**src/rtl/reg_scan_unit.sv**
```systemverilog
// Streams a contiguous (wrapping) range of register-file words out over a valid/ready port.
// Optional macro REG_SCAN_CHECKSUM_EN appends a modular-sum word after the final register word.
module reg_scan_unit #(
  parameter int ADDR_W = 4,
  parameter int DATA_W = 16
) (
  input  logic              clk,
  input  logic              rst,
  input  logic              start,
  input  logic [ADDR_W-1:0] start_addr,
  input  logic [ADDR_W-1:0] last_addr,
  output logic [ADDR_W-1:0] rd_addr,
  input  logic [DATA_W-1:0] rd_data,
  output logic [DATA_W-1:0] out_data,
  output logic [ADDR_W-1:0] out_addr,
  output logic              out_valid,
  input  logic              out_ready,
  output logic              out_last,
  output logic              busy,
  output logic              done
);

  typedef enum logic [2:0] {
    S_IDLE,
    S_READ,
    S_SEND,
`ifdef REG_SCAN_CHECKSUM_EN
    S_SUM,
`endif
    S_DONE
  } state_t;

  state_t            r_state;
  logic [ADDR_W-1:0] r_last_addr;
  logic [ADDR_W-1:0] r_rd_addr;
  logic [DATA_W-1:0] r_out_data;
  logic [ADDR_W-1:0] r_out_addr;
  logic              r_out_valid;
  logic              r_out_last;
  logic              r_busy;
  logic              r_done;
`ifdef REG_SCAN_CHECKSUM_EN
  logic [DATA_W-1:0] r_sum;
`endif

  logic w_accept;
  logic w_final;

  assign w_accept = r_out_valid && out_ready;
  assign w_final  = (r_out_addr == r_last_addr);

  always_ff @(posedge clk) begin
    if (rst) begin
      r_state     <= S_IDLE;
      r_last_addr <= '0;
      r_rd_addr   <= '0;
      r_out_data  <= '0;
      r_out_addr  <= '0;
      r_out_valid <= 1'b0;
      r_out_last  <= 1'b0;
      r_busy      <= 1'b0;
      r_done      <= 1'b0;
`ifdef REG_SCAN_CHECKSUM_EN
      r_sum       <= '0;
`endif
    end else begin
      case (r_state)
        S_IDLE: begin
          r_done <= 1'b0;
          if (start) begin
            r_last_addr <= last_addr;
            r_rd_addr   <= start_addr;
            r_busy      <= 1'b1;
`ifdef REG_SCAN_CHECKSUM_EN
            r_sum       <= '0;
`endif
            r_state     <= S_READ;
          end
        end
        S_READ: begin
          r_out_data  <= rd_data;
          r_out_addr  <= r_rd_addr;
          r_out_valid <= 1'b1;
`ifdef REG_SCAN_CHECKSUM_EN
          r_out_last  <= 1'b0;
`else
          r_out_last  <= (r_rd_addr == r_last_addr);
`endif
          r_state     <= S_SEND;
        end
        S_SEND: begin
          if (w_accept) begin
            r_out_valid <= 1'b0;
            r_out_last  <= 1'b0;
`ifdef REG_SCAN_CHECKSUM_EN
            r_sum       <= r_sum + r_out_data;
`endif
            if (w_final) begin
`ifdef REG_SCAN_CHECKSUM_EN
              // Sum word is formed directly from the running sum plus the word being accepted.
              r_out_data  <= r_sum + r_out_data;
              r_out_addr  <= '0;
              r_out_last  <= 1'b1;
              r_out_valid <= 1'b1;
              r_state     <= S_SUM;
`else
              r_done      <= 1'b1;
              r_state     <= S_DONE;
`endif
            end else begin
              r_rd_addr <= r_rd_addr + ADDR_W'(1);
              r_state   <= S_READ;
            end
          end
        end
`ifdef REG_SCAN_CHECKSUM_EN
        S_SUM: begin
          if (w_accept) begin
            r_out_valid <= 1'b0;
            r_out_last  <= 1'b0;
            r_done      <= 1'b1;
            r_state     <= S_DONE;
          end
        end
`endif
        S_DONE: begin
          r_done  <= 1'b0;
          r_busy  <= 1'b0;
          r_state <= S_IDLE;
        end
        default: begin
          r_state <= S_IDLE;
        end
      endcase
    end
  end

  assign rd_addr   = r_rd_addr;
  assign out_data  = r_out_data;
  assign out_addr  = r_out_addr;
  assign out_valid = r_out_valid;
  assign out_last  = r_out_last;
  assign busy      = r_busy;
  assign done      = r_done;

endmodule

```
**config.mk**
```make
export PLATFORM = sky130hd
export DESIGN_NAME = reg_scan_unit
export DESIGN_NICKNAME = d
export VERILOG_FILES = /design/src/rtl/reg_scan_unit.sv
export SDC_FILE = /design/constraint.sdc
export NUM_CORES = 1
export LEC_CHECK = 0
export CORE_MARGIN = 2
export CORE_UTILIZATION = 44
export DETAILED_ROUTE_END_ITERATION = 12
export PLACE_DENSITY = 0.85
export SYNTH_ARGS = -nofsm -noshare
export SYNTH_HDL_FRONTEND = slang
export SYNTH_SLANG_ARGS = --single-unit
```
**constraint.sdc**
```tcl
create_clock -name clk -period 2.05 [get_ports clk]
set_input_delay 0.205 -clock clk [delete_from_list [all_inputs] [get_ports clk]]
set_output_delay 0.205 -clock clk [all_outputs]
set_load 0.05 [all_outputs]
```
* Word-level counts from Yosys, hierarchy flattened
Cells that the tools add are included.
** Storage, ports and cells
- Register bits after elaboration :: 35
- Word-level logic and storage cells :: 48
- Output and inout port bits :: 28
- Input bits :: 28
** Operators by class
- Reductions and logical operators :: 13
- Add/sub/neg operators :: 1
- Multiplexer cells :: 16
- Eq/ne operators :: 9
** Operator list (number)
- 4-bit two-way mux :: 3
- 3-bit one-hot mux with 3 select lines :: 1
- 4-bit == test :: 2
- 2-bit inequality test, second input constant :: 4
- 1-bit one-hot mux with 2 select lines :: 4
- 4-bit one-hot mux with 2 select lines :: 1
- 2-bit AND reduction :: 4
- 2-bit nonzero test :: 4
- 3-bit by 2-bit == test with 1-bit output, second input constant :: 2
- 3-bit two-way mux :: 2
- 4-bit by 1-bit adder with 4-bit output, second input constant :: 1
- 1-bit two-way mux :: 4
- 4-bit AND reduction :: 1
- 3-bit by 1-bit == test with 1-bit output, second input constant :: 1
- 3-bit logical NOT :: 1
- 3-bit AND reduction :: 1
- 2-bit two-way mux :: 1
- 2-bit OR reduction :: 1
- 1-bit logical AND :: 1

* Longest topological paths before layout
- Depth after elaboration :: 4
- Gate-level depth with buffers :: 6
- Mapped depth without buffers :: 6

* Worst setup path before layout
Ideal clock, no wire load.
- Path type :: reg-to-reg
- From :: register r_out_addr[3], in the netlist out_addr[3]
- To :: register r_rd_addr[2], in the netlist rd_addr[2]
- Cell stages (with the launch flop) :: 6
- Buffers on the path :: 1
- Data required time :: 1.976 ns
- Library setup time :: 0.074 ns
- Slack :: 0.379 ns
- Clock period less this slack :: 1.671 ns
- Arrival :: 1.597 ns
- Cells stage by stage :: dfxtp_1 > xnor2_1 > and4_1 > buf_6 > or3_1 > a31oi_1
** Between the ends
- Longest elaborated chain between the ends :: 3
** Ends and longest elaborated chain
- start, declared :: RTL line 37 : logic [ADDR_W-1:0] r_out_addr;
- start signal, assigned :: RTL line 82 : r_out_addr <= r_rd_addr;
- 4-bit == test :: RTL line 50 : assign w_final = (r_out_addr == r_last_addr);
- 2-bit inequality test (no source line)
- 4-bit AND reduction (no source line)
- end signal, assigned :: RTL line 72 : r_rd_addr <= start_addr;
- end signal, assigned :: RTL line 111 : r_rd_addr <= r_rd_addr + ADDR_W'(1);
- end, declared :: RTL line 35 : logic [ADDR_W-1:0] r_rd_addr;
Every way passes these cells.
A chain may end at the register's enable or synchronous reset.

* Final worst setup path
- From :: register r_rd_addr[0], in the netlist rd_addr[0]
- To :: output port rd_addr[0]
** RTL lines
- end, declared :: RTL line 12 : output logic [ADDR_W-1:0] rd_addr,
No word-level cell between the ends.

==> metrics list <==
- In the final layout, the share of cells above drive strength 1 is under 10%.
- The worst-case IR drop observed on VDD is 0.754 mV.
- Sum of routed wire length over all layers: between 3000 and 4000 um
- GRT Residual Overflow: 0
- Maximum achievable frequency: 0.521 GHz
- Summing the sequential cell areas from Yosys gives about 45% of the chip area.
- Remaining max-slew budget at the tightest pin: 64.4%
- Transition time at the pin with the least slew margin: about 0.53 ns
* Commonest non-fill, non-tap cell in the layout: sky130_fd_sc_hd__clkdlybuf4s50_1
* Antenna Violating Nets Remaining: 0
* CP top delay family: buffers and inverters
- The tool flagged a number of max-cap violations equal to 0.
- STA classifies the critical path startpoint as a flop.
- Subtracting the final worst setup slack from the clock period gives 1.92 ns.
- Post-synth cell types: 30
- Arrival time at the worst endpoint: 1.71 ns
- The worst setup path is captured at an output port.
* Total Neg Setup Slack: 0 ns
- Clock tree skew after final layout: around 0.013 ns
- Mean post-synth cell area: between 9 and 10 sq um
- Initial core utilization: between 40% and 50%
- The clock reaches the later pin of the worst-skew pair after 0.35 ns.
* Clock Sink Count: 34
* Startpoint of the most critical register-to-register path: r_state[0]
* Depth of the CTS H-tree: 2
* Synth Register Bits: 34
- The share of synthesized area in the top cell type comes to around 45%.
- Delay of the slowest critical-path stage: just under 0.9 ns
* Beginning of the critical path: rd_addr[0]
* Number of antenna violations at the first check in global routing: 0
- Counting the buffers created by CTS gives 5.
- # fillers: about 280
- Detail-routed net length per standard cell: between 10 and 15 um
- The run finished with clean final reports.
* Final cell utilization of the core: ~66%
- Count of boundary I/O pins: 56
- Drt initial violations: 47
- In this run the worst path has a maximum fanout of 8.
* Gate Count Post-Synth: around 170
* Post-Syn Area: 0.00153 sq mm
- Routability-driven placement finished with a final weighted congestion of between 0.8 and 0.9.
- Relative to the synthesized area, the layout overhead comes to 44.3%.
* Required time reported for the critical path endpoint: roughly 1.9 ns
- The signal on the critical path passes through clkdlybuf4s50_1.
* Standard cell with the maximum stage delay on the critical path: sky130_fd_sc_hd__clkdlybuf4s50_1
* Post-CTS setup repair buffer count: 0
* Cell total after placement: 263
- Final-report max-slew violation count: 0
- Setup repair after global routing left no endpoint under its margin.
* Hold Violations, Final: 0
- The library cells used most frequently in the layout, excluding fill and tap cells, are 55 x sky130_fd_sc_hd__clkdlybuf4s50_1, 34 x sky130_fd_sc_hd__dfxtp_1, 28 x sky130_fd_sc_hd__nor2_1, 23 x sky130_fd_sc_hd__mux2i_1, 11 x sky130_fd_sc_hd__nand2_1.
- The number of buffers and inverters on the critical path is 1.
- The min-delay analysis places its worst path in the category in -> reg.
- Die area: ~0.004 sq mm
- Clock-pin slew on the worst setup and hold paths: about 0.11 ns
* Number of detailed-route iterations in the first pass: 4
* Synthesized Nets: 200
- Area after DPL: approximately 0.0021 sq mm
- Top post-synthesis cells by area: sky130_fd_sc_hd__dfxtp_1 45%, sky130_fd_sc_hd__mux2i_1 15%, sky130_fd_sc_hd__nor2_1 6.9%, sky130_fd_sc_hd__ha_1 4.9%, sky130_fd_sc_hd__a21oi_1 3.3%
* Horizontal extent of the die: between 60 and 70 um
- The largest total area in the synthesized netlist belongs to sky130_fd_sc_hd__dfxtp_1.
- Share of the clock period used by the worst path after layout: 93.6%
- Post-CTS resize count: 0
- Leakage power total: 0.839 nW
- The first global-routing pass estimated ~5900 um of wire.
- Net total in the final layout: roughly 260
- Entering global routing, the biggest net connects 22 pins.
- Number of buffers inserted by port buffering: between 50 and 60
- For this design the ratio of total power to cell area is roughly 1400 mW/mm^2.
- After routing the design area is ~0.0022 sq mm.
- The startpoint identified for the worst hold timing path is start_addr[2].
* WHS: 0.408 ns
* Number of standard cells in the final layout excluding fillers: approximately 270
- FP Rows: 21
* CTS tree: built
- Mean number of vias per cell: around 5.0
- The setup path with the least slack is of type reg -> out.
- Maximum clock insertion buffer count: 2
- Across all layers, the routed design uses 1,362 vias.
- The HPWL after detailed placement is about 2600 um.
- Measured along the y axis, the die boundary spans 62.9 um.
- The number of global-route vias before repair is 1,306.
- Post-detailed-route DRC marker count: 0
- Ant diodes: 0
* Final setup violation count: 0
- Core Footprint: 0.00334 sq mm
- Across every metal layer, demand over resource in global routing totals between 10% and 20%.
- Clk root buf: sky130_fd_sc_hd__clkbuf_4
- The Yosys step of the flow raised 0 warnings.
- The number of hold buffers added after CTS was 0.
==> per-layer routing <==
metal	GRT usage [%]	vias up	part of all wire, %
met5	0	-	0
met4	7.50	0	1.5
met3	5.41	5	5.8
met2	30.3	39	48
met1	22.9	623	44
li1	-	695	-
==> registers in the layout, indices dropped and copies added, names as in the netlist <==
register / count
out_addr: 4
out_data: 16
done: 1
r_state: 2
busy: 1
out_valid: 1
rd_addr: 4
r_last_addr: 4
out_last: 1
==> area by class of cell <==
cell class | count | area [sq um] | share of cell area (%)
Multi-Input combinational cell | 122 | 798 | 36.3
Sequential cell | 34 | 681 | 30.9
Timing Repair Buffer | 59 | 581 | 26.4
Tap cell | 46 | 57.6 | 2.61
Clock inverter | 3 | 40.0 | 1.82
Clock buffer | 5 | 37.5 | 1.70
Inverter | 2 | 7.51 | 0.341
==> cells by family (layout without fill, tap and decap cells) <==
logic type	count (synthesis)	count (layout)	synth area share (%)
flops	34	34	44.6
fa+ha+maj	6	6	4.92
simple gates	64	64	19.2
xor+xnor	8	8	4.59
buf+inv	10	69	3.11
mux	23	23	15.1
compound gates	21	21	8.52
==> Yosys cell counts <==
master and count:
sky130_fd_sc_hd__a211oi_1 3, sky130_fd_sc_hd__a21oi_1 10, sky130_fd_sc_hd__a311oi_1 1, sky130_fd_sc_hd__a31oi_1 2, sky130_fd_sc_hd__and2_1 1, sky130_fd_sc_hd__and4_1 1
sky130_fd_sc_hd__buf_1 1, sky130_fd_sc_hd__buf_2 2, sky130_fd_sc_hd__buf_6 1, sky130_fd_sc_hd__clkbuf_1 4, sky130_fd_sc_hd__dfxtp_1 34, sky130_fd_sc_hd__ha_1 6
sky130_fd_sc_hd__inv_1 2, sky130_fd_sc_hd__mux2i_1 23, sky130_fd_sc_hd__nand2_1 11, sky130_fd_sc_hd__nand2b_1 1, sky130_fd_sc_hd__nand3_1 8, sky130_fd_sc_hd__nand3b_1 2
sky130_fd_sc_hd__nand4_1 4, sky130_fd_sc_hd__nor2_1 28, sky130_fd_sc_hd__nor2b_1 2, sky130_fd_sc_hd__nor3_1 4, sky130_fd_sc_hd__o211ai_1 2, sky130_fd_sc_hd__o21a_1 1
sky130_fd_sc_hd__o21ai_1 1, sky130_fd_sc_hd__o32ai_1 1, sky130_fd_sc_hd__or2_2 1, sky130_fd_sc_hd__or3_1 1, sky130_fd_sc_hd__xnor2_1 5, sky130_fd_sc_hd__xor2_1 3
==> worst paths after layout <==
check,depth (start not counted),end,slack [ns]
setup / recovery,1,rd_addr[0],0.13
hold / removal,3,rd_addr[2],0.41
setup reg to reg,6,rd_addr[3],0.25
hold reg to reg,2,done,0.49
==> power breakdown <==
part / switching [W] / leakage [nW] / internal (W)
Clock: 0.000236 / 0.0450 / 0.000252
Sequential: 0.000145 / 0.278 / 0.000825
Combinational: 0.000996 / 0.516 / 0.000637
Total: 0.00138 / 0.839 / 0.00171
==> through the flow <==
stage,setup WS (ns),power [W]
floorplan,0.379,0.00216
global placement,0.372,0.00259
detailed placement,0.274,0.00261
CTS,0.128,0.00311
global route,0.0440,0.00328
finish,0.131,0.00309
Power figures use the tool's default switching activity.
